===== config.mk =====
export PLATFORM = sky130hd
export DESIGN_NAME = siren_detector
export DESIGN_NICKNAME = d
export VERILOG_FILES = /design/src/rtl/siren_detector.sv
export SDC_FILE = /design/constraint.sdc
export NUM_CORES = 1
export LEC_CHECK = 0
export ABC_AREA = 1
export BUFFER_PORTS_ARGS = -buffer_cell sky130_fd_sc_hd__buf_2
export CAP_MARGIN = 20
export CORE_MARGIN = 5
export CORE_UTILIZATION = 46
export DETAILED_ROUTE_END_ITERATION = 8
export GPL_TIMING_DRIVEN = 0
export PLACE_DENSITY = 0.75
export SLEW_MARGIN = 20
export SYNTH_ARGS = -nofsm -noshare
export SYNTH_HDL_FRONTEND = slang
export SYNTH_SLANG_ARGS = --single-unit

===== constraint.sdc =====
create_clock -name clock -period 2.1 [get_ports clock]
set_input_delay 0.42 -clock clock [delete_from_list [all_inputs] [get_ports clock]]
set_output_delay 0.42 -clock clock [all_outputs]
set_load 0.02 [all_outputs]

===== src/rtl/siren_detector.sv =====
// siren_detector
//   Watches a siren tone line and measures every half-period, including both
//   rising and falling edges. It locks (detected=1) after CONFIRM consecutive
//   half-periods that fall in the range [MIN_HALF, MAX_HALF]. It drops lock on
//   an out-of-range half-period or when the tone goes quiet.
//
// Ports:
//   clock         in   system clock, rising edge
//   reset         in   synchronous, active-high
//   tone_in       in   monitored tone line, asynchronous to clock
//   detected      out  high while locked onto a valid siren
//   half_period   out  last measured half-period in clocks (18 bits)
//   sample_strobe out  one-cycle pulse when half_period updates
//   fault         out  one-cycle pulse when lock is lost
module siren_detector #(
  parameter int unsigned MIN_HALF = 65000,
  parameter int unsigned MAX_HALF = 131000,
  parameter int unsigned CONFIRM  = 8
) (
  input  logic        clock,
  input  logic        reset,
  input  logic        tone_in,
  output logic        detected,
  output logic [17:0] half_period,
  output logic        sample_strobe,
  output logic        fault
);

  localparam logic [17:0] MIN_L  = 18'(MIN_HALF);
  localparam logic [17:0] MAX_L  = 18'(MAX_HALF);
  localparam logic [17:0] SAT_L  = 18'(MAX_HALF + 1);
  localparam logic [3:0]  CONF_L = 4'(CONFIRM);

  typedef enum logic [1:0] {
    IDLE,
    MEASURE,
    LOCKED
  } state_t;

  state_t      state_q, state_d;
  logic        s0_q, s0_d;
  logic        s1_q, s1_d;
  logic        prev_q, prev_d;
  logic [17:0] cnt_q, cnt_d;
  logic [3:0]  good_q, good_d;
  logic        detected_q, detected_d;
  logic [17:0] half_period_q, half_period_d;
  logic        sample_strobe_q, sample_strobe_d;
  logic        fault_q, fault_d;

  logic        tone_edge;
  logic        sat;
  logic        in_range;
  logic [17:0] cnt_inc;
  logic [3:0]  good_inc;

  always_comb begin
    tone_edge = s1_q ^ prev_q;
    // The counter reaching MAX_HALF+1 without an edge is the loss-of-tone
    // condition. An edge arriving on that same cycle wins and is rejected
    // as out of range.
    sat       = (cnt_q == SAT_L);
    in_range  = (cnt_q >= MIN_L) && (cnt_q <= MAX_L);
    cnt_inc   = sat ? cnt_q : cnt_q + 18'd1;
    good_inc  = good_q + 4'd1;

    s0_d            = tone_in;
    s1_d            = s0_q;
    prev_d          = s1_q;
    state_d         = state_q;
    cnt_d           = cnt_q;
    good_d          = good_q;
    detected_d      = detected_q;
    half_period_d   = half_period_q;
    sample_strobe_d = 1'b0;
    fault_d         = 1'b0;

    case (state_q)
      IDLE: begin
        cnt_d  = '0;
        good_d = '0;
        if (tone_edge) begin
          state_d = MEASURE;
          cnt_d   = 18'd1;
        end
      end

      MEASURE: begin
        if (tone_edge) begin
          cnt_d           = 18'd1;
          half_period_d   = cnt_q;
          sample_strobe_d = 1'b1;
          if (in_range) begin
            good_d = good_inc;
            if (good_inc == CONF_L) begin
              state_d    = LOCKED;
              detected_d = 1'b1;
            end
          end else begin
            good_d = '0;
          end
        end else if (sat) begin
          state_d = IDLE;
          cnt_d   = '0;
          good_d  = '0;
        end else begin
          cnt_d = cnt_inc;
        end
      end

      LOCKED: begin
        if (tone_edge) begin
          cnt_d           = 18'd1;
          half_period_d   = cnt_q;
          sample_strobe_d = 1'b1;
          if (!in_range) begin
            state_d    = IDLE;
            cnt_d      = '0;
            good_d     = '0;
            detected_d = 1'b0;
            fault_d    = 1'b1;
          end
        end else if (sat) begin
          state_d    = IDLE;
          cnt_d      = '0;
          good_d     = '0;
          detected_d = 1'b0;
          fault_d    = 1'b1;
        end else begin
          cnt_d = cnt_inc;
        end
      end

      default: begin
        state_d    = IDLE;
        cnt_d      = '0;
        good_d     = '0;
        detected_d = 1'b0;
      end
    endcase
  end

  always_ff @(posedge clock) begin
    if (reset) begin
      state_q         <= IDLE;
      s0_q            <= 1'b0;
      s1_q            <= 1'b0;
      prev_q          <= 1'b0;
      cnt_q           <= '0;
      good_q          <= '0;
      detected_q      <= 1'b0;
      half_period_q   <= '0;
      sample_strobe_q <= 1'b0;
      fault_q         <= 1'b0;
    end else begin
      state_q         <= state_d;
      s0_q            <= s0_d;
      s1_q            <= s1_d;
      prev_q          <= prev_d;
      cnt_q           <= cnt_d;
      good_q          <= good_d;
      detected_q      <= detected_d;
      half_period_q   <= half_period_d;
      sample_strobe_q <= sample_strobe_d;
      fault_q         <= fault_d;
    end
  end

  assign detected      = detected_q;
  assign half_period   = half_period_q;
  assign sample_strobe = sample_strobe_q;
  assign fault         = fault_q;

endmodule


# [Word level (Yosys, flattened, before mapping)]
# Index checks and enable logic that the tools add are counted.
[word_totals] reg_bits=48 word_cells=69
[classes] n_reduce_logical=8 bitwise=4 magnitude_cmp=2 eq_ne=12 mux=31 addsub=2
[ops] cell="18-bit 2-to-1 mux" count=3
[ops] cell="18-bit one-hot mux with 3 select lines" count=1
[ops] cell="4-bit 2-to-1 mux" count=5
[ops] cell="18-bit by 1-bit adder with 18-bit output (second input constant)" count=1
[ops] cell="18-bit by 17-bit equality test with 1-bit output (second input constant)" count=1
[ops] cell="18-bit by 16-bit greater-or-equal comparator with 1-bit output (second input constant)" count=1
[ops] cell="18-bit by 17-bit less-or-equal comparator with 1-bit output (second input constant)" count=1
[ops] cell="2-bit 2-to-1 mux" count=7
[ops] cell="1-bit 2-to-1 mux" count=12
[ops] cell="3-bit != test (second input constant)" count=4
[ops] cell="2-bit != test (second input constant)" count=4
[ops] cell="4-bit one-hot mux with 2 select lines" count=1
[ops] cell="2-bit one-hot mux with 3 select lines" count=1
[ops] cell="6-bit AND reduction" count=1
[ops] cell="2-bit OR reduction" count=3
[ops] cell="4-bit by 1-bit adder with 4-bit output (second input constant)" count=1
[ops] cell="4-bit equality test (second input constant)" count=1
[ops] cell="4-bit AND reduction" count=1
[ops] cell="1-bit NOT" count=3
[ops] cell="1-bit one-hot mux with 3 select lines" count=1
[ops] cell="2-bit by 1-bit equality test with 1-bit output (second input constant)" count=1
[ops] cell="2-bit equality test (second input constant)" count=1
[ops] cell="2-bit zero test" count=1
[ops] cell="2-bit AND reduction" count=1
[ops] cell="other kinds (2)" count=2

# [Longest topological paths before layout]
# Gate-level depths: netlist (run 1).
[depth] word_depth=6 depth_mapped=13 ltp_nobuf=13

# [Worst setup path before layout (run 1)]
# OpenSTA, ideal clock, no wires.
[synth_timing] path_kind="register to register" startpoint="register state_q[1]" endpoint="register state_q[1]" n_path_buf=0 arrival_time_ns=1.448 setup_time_ns=0.114 path_stages_with_launch=12 period_less_slack_ns=1.562 required_ns=1.986 slack_ns=0.538 cell_sequence="dfxtp_1 inv_1 ha_1 inv_1 nor2_1 nand2_1 o21ai_0 inv_1 nand3_1 nand2_1 nand2_1 nor2_2"
[synth_via] elab_chain_len=3 elab_cells_between_ends=12
[synth_lines] element="start, declared" line_no="40" text="state_t state_q, state_d;"
[synth_lines] element="start signal, assigned" line_no="156" text="state_q <= state_d;"
[synth_lines] element="2-bit by 1-bit equality test with 1-bit output (tied with other cells)" line_no="78" text="case (state_q)"
[synth_lines] element="3-bit != test (no line) (tied with other cells)"
[synth_lines] element="4-bit AND reduction (no line) / 2-bit one-hot mux with 3 select lines (equally long branches)"
# Parallel ways exist; a longest one is shown, timed or not.
# A chain may end at the register's enable or synchronous reset.

# [Worst setup path after layout (run 1)]
# Same ends and word-level chain as after synthesis.

==> results of run 1 <==
[per-stage QoR]
step	total power, W	utilization	instance area [µm²]	hold WS [ns]
after detailed placement	0.00173	0.518	2680	0.399
final	0.00237	0.540	2790	0.323
after CTS	0.00239	0.540	2790	0.317
after global routing	0.00254	0.540	2790	0.360
after global placement	0.00172	0.518	2680	0.396
after floorplan	0.00157	-	2480	0.388
[sequential cells by signal, indices dropped and copies added, names as in the netlist]
name           cells
prev_d             1
good_q             4
state_q            2
s0_q               1
detected           1
half_period       18
sample_strobe      1
prev_q             1
fault              1
cnt_q             18
[Yosys cell counts]
library cell / n / area share
buf_1: 1 / 0.0015
a211oi_1: 1 / 0.0030
nor2_8: 1 / 0.0081
nor2_2: 4 / 0.010
nor3_1: 6 / 0.012
nand4_4: 1 / 0.0086
nand3_1: 33 / 0.066
inv_1: 34 / 0.051
a21oi_2: 5 / 0.018
nand4_1: 12 / 0.030
ha_1: 8 / 0.040
dfxtp_1: 48 / 0.39
a21boi_1: 1 / 0.0030
or2_1: 2 / 0.0050
a21oi_1: 24 / 0.048
nand2_2: 7 / 0.018
buf_4: 1 / 0.0030
nor2_1: 37 / 0.056
nand4_2: 2 / 0.010
a31oi_1: 1 / 0.0025
inv_2: 8 / 0.012
xor2_1: 7 / 0.025
nand2_4: 3 / 0.014
o21a_1: 1 / 0.0030
o22ai_1: 1 / 0.0025
nand2_1: 69 / 0.10
clkbuf_1: 4 / 0.0060
clkinv_1: 2 / 0.0030
buf_2: 5 / 0.010
nand3_4: 1 / 0.0071
a311oi_1: 2 / 0.0071
o21ai_0: 6 / 0.012
nand3_2: 2 / 0.0081
nor2_4: 1 / 0.0045
[how the worst max path moves through the flow]
stage	from	slack (ns)	cells past startpoint	end
3_5_place_dp	state_q[1]$_SDFFE_PP0P_	0.33	11	state_q[1]$_SDFFE_PP0P_
2_1_floorplan	state_q[1]$_SDFFE_PP0P_	0.54	11	state_q[1]$_SDFFE_PP0P_
4_1_cts	state_q[1]$_SDFFE_PP0P_	0.31	11	state_q[1]$_SDFFE_PP0P_
6_report	state_q[1]$_SDFFE_PP0P_	0.27	11	state_q[1]$_SDFFE_PP0P_
5_1_grt	state_q[1]$_SDFFE_PP0P_	0.13	11	state_q[1]$_SDFFE_PP0P_
3_3_place_gp	state_q[1]$_SDFFE_PP0P_	0.35	11	state_q[1]$_SDFFE_PP0P_
[tightest hold or removal path, stage by stage]
cell and delay [ns]:
buf_2 0.10, inv_1 0.04, nor2_1 0.03
[cell usage in the layout, fill, tap and decap left out]
cell        instances
o21a_1              1
clkinv_2            1
bufinv_16           1
nand2_1            69
buf_2              27
buf_1               1
xor2_1              7
clkinv_1            2
a21oi_2             5
a311oi_1            2
nand2_2             7
nand2_4             3
nor2_8              1
dfxtp_1            48
inv_1              34
clkinvlp_4          1
buf_4               1
a211oi_1            1
nor3_1              6
nor2_2              4
a21oi_1            24
o21ai_0             6
nand3_4             1
a31oi_1             1
clkbuf_8            5
inv_2               8
ha_1                8
or2_1               2
nand3_1            33
nor2_4              1
nor2_1             37
nand3_2             2
a21boi_1            1
nand4_2             2
nand4_4             1
nand4_1            12
clkbuf_1            4
o22ai_1             1
[metal layers]
| layer | wire length [µm] | part of all wire |
|---|---|---|
| met2 | 2380 | 0.44 |
| met3 | 320 | 0.060 |
| met5 | 0 | 0 |
| met1 | 2590 | 0.48 |
| met4 | 71 | 0.013 |
[layout make-up]
class / count / area (µm²)
sequential: 48 / 961
buffer: 11 / 51.3
clock buffer: 5 / 68.8
tap: 70 / 87.6
clock inverter: 3 / 42.5
timing repair buffer: 22 / 110
fill: 486 / 2380
inverter: 44 / 165
multi-input combinational: 238 / 1310
[power groups by stage]
stage | registers (W) | clock network, W | logic [W]
floorplan | 0.00102 | 0 | 0.000543
global placement | 0.00102 | 0 | 0.000701
detailed placement | 0.00102 | 0 | 0.000710
CTS | 0.000997 | 0.000678 | 0.000712
global route | 0.00101 | 0.000715 | 0.000821
finish | 0.000996 | 0.000660 | 0.000715
[cells by family (layout without fill, tap and decap cells)]
logic type,count (synthesis),after routing,share of synthesized area
AND/OR/NAND/NOR,181,181,0.362
AO/OA/AOI/OAI,42,42,0.0993
flip-flops,48,48,0.387
XOR/XNOR,7,7,0.0247
adder cells (fa/ha/maj),8,8,0.0403
buffers and inverters,55,85,0.0872
==> flow_summary.ini, run 1 <==
[flow_run]
cap_violations = 0

[final_layout]
insertedDiodeCount = 0
drive_gt1_frac = 0.191
finalNonFillerCells = 441
area_delta_synth_final_pct = 12.4
final_nets = 381

[placed_design]
io_buffers = 22
dpl.cell_count = 433
place.gp.congestion = 0.907
place_hpwl_mm = 4.09
pre_cts_ws_ns = 0.327

[worst_hold_path]
hold_path_class = in2reg
worstHoldPathCells = 3
hold_start = tone_in
worstHoldEndpoint = s0_q$_SDFF_PP0_

[setup_path]
max_stage_delay_ns = 0.36
cp_slowest_cell = dfxtp_1
startpoint_type = flip-flop
reg2reg_from = state_q[1]$_SDFFE_PP0P_
r2r_end = state_q[1]$_SDFFE_PP0P_
reg2reg_depth = 11
worstSetupPathType = reg2reg
crit_family = simple AND/OR/NAND/NOR gates
cp-end-kind = flip-flop
worstPathCellList = inv_1, ha_1, inv_1, nor2_1, nand2_1, o21ai_0, inv_1, nand3_1, nand2_1, nand2_1, nor2_2
crit_path_max_fanout = 6
timing.critical_path.required_ns = 2.30
critPathBufInv = 3
reg2reg_setup_slack_ns = 0.27
cp.arrival_ns = 2.03

[cts]
root_buffer = clkbuf_8
postCtsSetupRepairBufs = 0
cts.sinks = 48
clkLatencyLatePin_ns = 0.30
cts-resized-gates = 0
cts.clk_slew.worst_paths_ns = 0.09
cts_tree = yes
cts_max_path_buffers = 2
holdBufCountCts = 0
numCtsBuffers = 5
htreeDepth = 2

[detailed_routing]
routed_wl_mm = 5.37
final_antenna_net_count = 0
num_vias = 2188
initialDrtViolationCount = 151
drt-pass1-iter-count = 4
viasPerCell = 4.96
remaining_drc_errors = 0
wire_per_inst_um = 12.2

[floorplan]
row_count = 26
dieHeight_um = 83.5
io_pins = 24
fp.dieW_um = 83.5
dieArea_um2 = 6970
core-area_um2 = 5170
start_util = 0.480

[power]
switchingPower_w = 0.000845
p_per_area_nw_per_um2 = 849
ir_drop_mv = 0.399
pwr-share-seq = 0.420
leakage_nw = 1.18
combPwrFrac = 0.301
sw_frac_of_total = 0.357
p_int_w = 0.00153
power_frac_clock = 0.278

[timing]
fin_skew_ns = 0.00366
max-slew-margin-rel = 0.634
fin_tns_setup_ns = 0
finalHoldViolCount = 0
fin_crit_sh = 0.872
rsz0062_at_grt = no
max_slew.worst_pin.slew_ns = 0.550
timing.fmax_mhz = 546
fin_crit_ns = 1.83
fin_ws_ns = 0.269
setup_violations = 0
drv_slew = 0

[global_route]
grt-busiest-layer = met2
overflow = 0
gr-usage-all-layers = 0.158
grt_max_degree = 16
grt_first_pass_wirelength_mm = 9.26
grt_pass1_vias = 2014
met1_usage = 0.214
met2_usage = 0.257
gr-usage-met3 = 0.0276
grt_antenna_before_repair = 0

[synthesis]
netlist_area_um2 = 2480
synth-seq-cells = 48
postSynthAreaPerCell_um2 = 7.28
syn_inst = 341
ys_seq_area_frac = 0.387
yosys_warnings = 0
synth_nets = 352
ys_types = 34

[status]
status = finished clean
(Power assumes the default switching activity.)
==> run 2, diff against run 1 <==
--- a/config.mk
+++ b/config.mk
@@ -12,7 +12,9 @@
 export CORE_UTILIZATION = 46
 export DETAILED_ROUTE_END_ITERATION = 8
 export GPL_TIMING_DRIVEN = 0
+export MAX_ROUTING_LAYER = met4
 export PLACE_DENSITY = 0.75
+export RECOVER_POWER = 100
 export SLEW_MARGIN = 20
 export SYNTH_ARGS = -nofsm -noshare
 export SYNTH_HDL_FRONTEND = slang
==> run 2 against run 1 <==
Net effect:
- non-clock buffer count did not move
- sequential power is essentially flat
- cell area fell by 1.4%
- critical path type unchanged
- largest cell class unchanged
- clock skew barely moved
==> flow_summary.ini, run 2 (synthesis gave the netlist of run 1 again) <==
[detailed_routing]
num_vias = 2235
drt-pass1-iter-count = 4
initialDrtViolationCount = 218
remaining_drc_errors = 0
wire_per_inst_um = 12.3
final_antenna_net_count = 0
routed_wl_mm = 5.44
viasPerCell = 5.07

[timing]
drv_slew = 0
fin_crit_sh = 0.886
fin_tns_setup_ns = 0
fin_skew_ns = 0.00378
max_slew.worst_pin.slew_ns = 0.543
setup_violations = 0
fin_crit_ns = 1.86
max-slew-margin-rel = 0.638
finalHoldViolCount = 0
fin_ws_ns = 0.240
timing.fmax_mhz = 537
rsz0062_at_grt = no

[setup_path]
crit_path_max_fanout = 6
timing.critical_path.required_ns = 2.30
startpoint_type = flip-flop
cp-end-kind = flip-flop
worstSetupPathType = reg2reg
reg2reg_depth = 11
cp.arrival_ns = 2.06

[placed_design]
place.gp.congestion = 0.922
place_hpwl_mm = 4.10
io_buffers = 22
pre_cts_ws_ns = 0.316
placed_area_um2 = 2680

[power]
switchingPower_w = 0.000852
power_w = 0.00237
ir_drop_mv = 0.468
combPwrFrac = 0.299
p_per_area_nw_per_um2 = 862
pwr-share-seq = 0.421
leakage_nw = 1.11
power_frac_clock = 0.280
sw_frac_of_total = 0.359
p_int_w = 0.00152

[global_route]
grt_max_degree = 16
grt_antenna_before_repair = 0
grt_pass1_vias = 2052
grt_first_pass_wirelength_mm = 9.33
overflow = 0
gr-usage-all-layers = 0.162

[floorplan]
row_count = 26
core-area_um2 = 5170
fp.dieW_um = 83.5
dieArea_um2 = 6970
io_pins = 24
dieHeight_um = 83.5
start_util = 0.480

[final_layout]
area_delta_synth_final_pct = 10.8
insertedDiodeCount = 0
final_area_um2 = 2750
layout_commonest_cell = nand2_1
final_nets = 381
final_cell_mix = nand2_1 (70), dfxtp_1 (48), nor2_1 (38), inv_1 (36), nand3_1 (33)
drive_gt1_frac = 0.124
final_core_util = 0.532

[cts]
holdBufCountCts = 0
numCtsBuffers = 5
cts_tree = yes
cts_max_path_buffers = 2
htreeDepth = 2
postCtsSetupRepairBufs = 0
cts-resized-gates = 0
clkLatencyLatePin_ns = 0.29
cts.clk_slew.worst_paths_ns = 0.09
cts.sinks = 48
root_buffer = clkbuf_8

[flow_run]
cap_violations = 0

[status]
status = finished clean

[worst_hold_path]
worstHoldPathCells = 3
hold_path_class = in2reg
-- run 2: critical path: stages, from the launching register on --
cell	delay, ns
dfxtp_1	0.37
inv_1	0.12
ha_1	0.24
inv_1	0.10
nor2_1	0.35
nand2_1	0.09
o21ai_0	0.15
inv_1	0.07
nand3_1	0.11
nand2_1	0.07
nand2_1	0.07
nor2_2	0.03
-- run 2: path summary, 6_finish.rpt --
| kind | slack [ns] | startpoint | end |
|---|---|---|---|
| worst min-delay path | 0.33 | tone_in | s0_q$_SDFF_PP0_ |
| worst max register to register | 0.24 | state_q[1]$_SDFFE_PP0P_ | state_q[1]$_SDFFE_PP0P_ |
| worst min register to register | 0.41 | s0_q$_SDFF_PP0_ | prev_d$_SDFF_PP0_ |
| worst max-delay path | 0.24 | state_q[1]$_SDFFE_PP0P_ | state_q[1]$_SDFFE_PP0P_ |
-- run 2: cell type report --
cell class | count | area, µm²
fillers | 509 | 2420
multi-input cells | 238 | 1290
flip-flops and latches | 48 | 961
inverters | 44 | 165
well taps | 70 | 87.6
repair buffers | 22 | 83.8
clock buffers | 5 | 68.8
plain buffers | 11 | 51.3
clock inverters | 3 | 42.5
-- run 2: metrics by stage --
stage	std cells	hold WS (ns)
after CTS	441	0.325
after detailed placement	433	0.399
after global placement	433	0.395
after floorplan	341	0.388
final	441	0.327
after global routing	441	0.346
-- run 2: power groups by stage --
stage | clock (W) | combinational [W] | sequential, W
CTS | 0.000672 | 0.000721 | 0.000997
global placement | 0 | 0.000701 | 0.00102
floorplan | 0 | 0.000543 | 0.00102
finish | 0.000663 | 0.000710 | 0.000998
detailed placement | 0 | 0.000715 | 0.00102
global route | 0.000714 | 0.000811 | 0.00101
-- run 2: routing by layer --
metal | GRT usage | vias up | part of all wire
li1 | - | 1161 | -
met1 | 0.225 | 1025 | 0.52
met2 | 0.251 | 44 | 0.44
met3 | 0.0188 | 5 | 0.031
met4 | 0.0439 | 0 | 0.010
met5 | - | - | 0
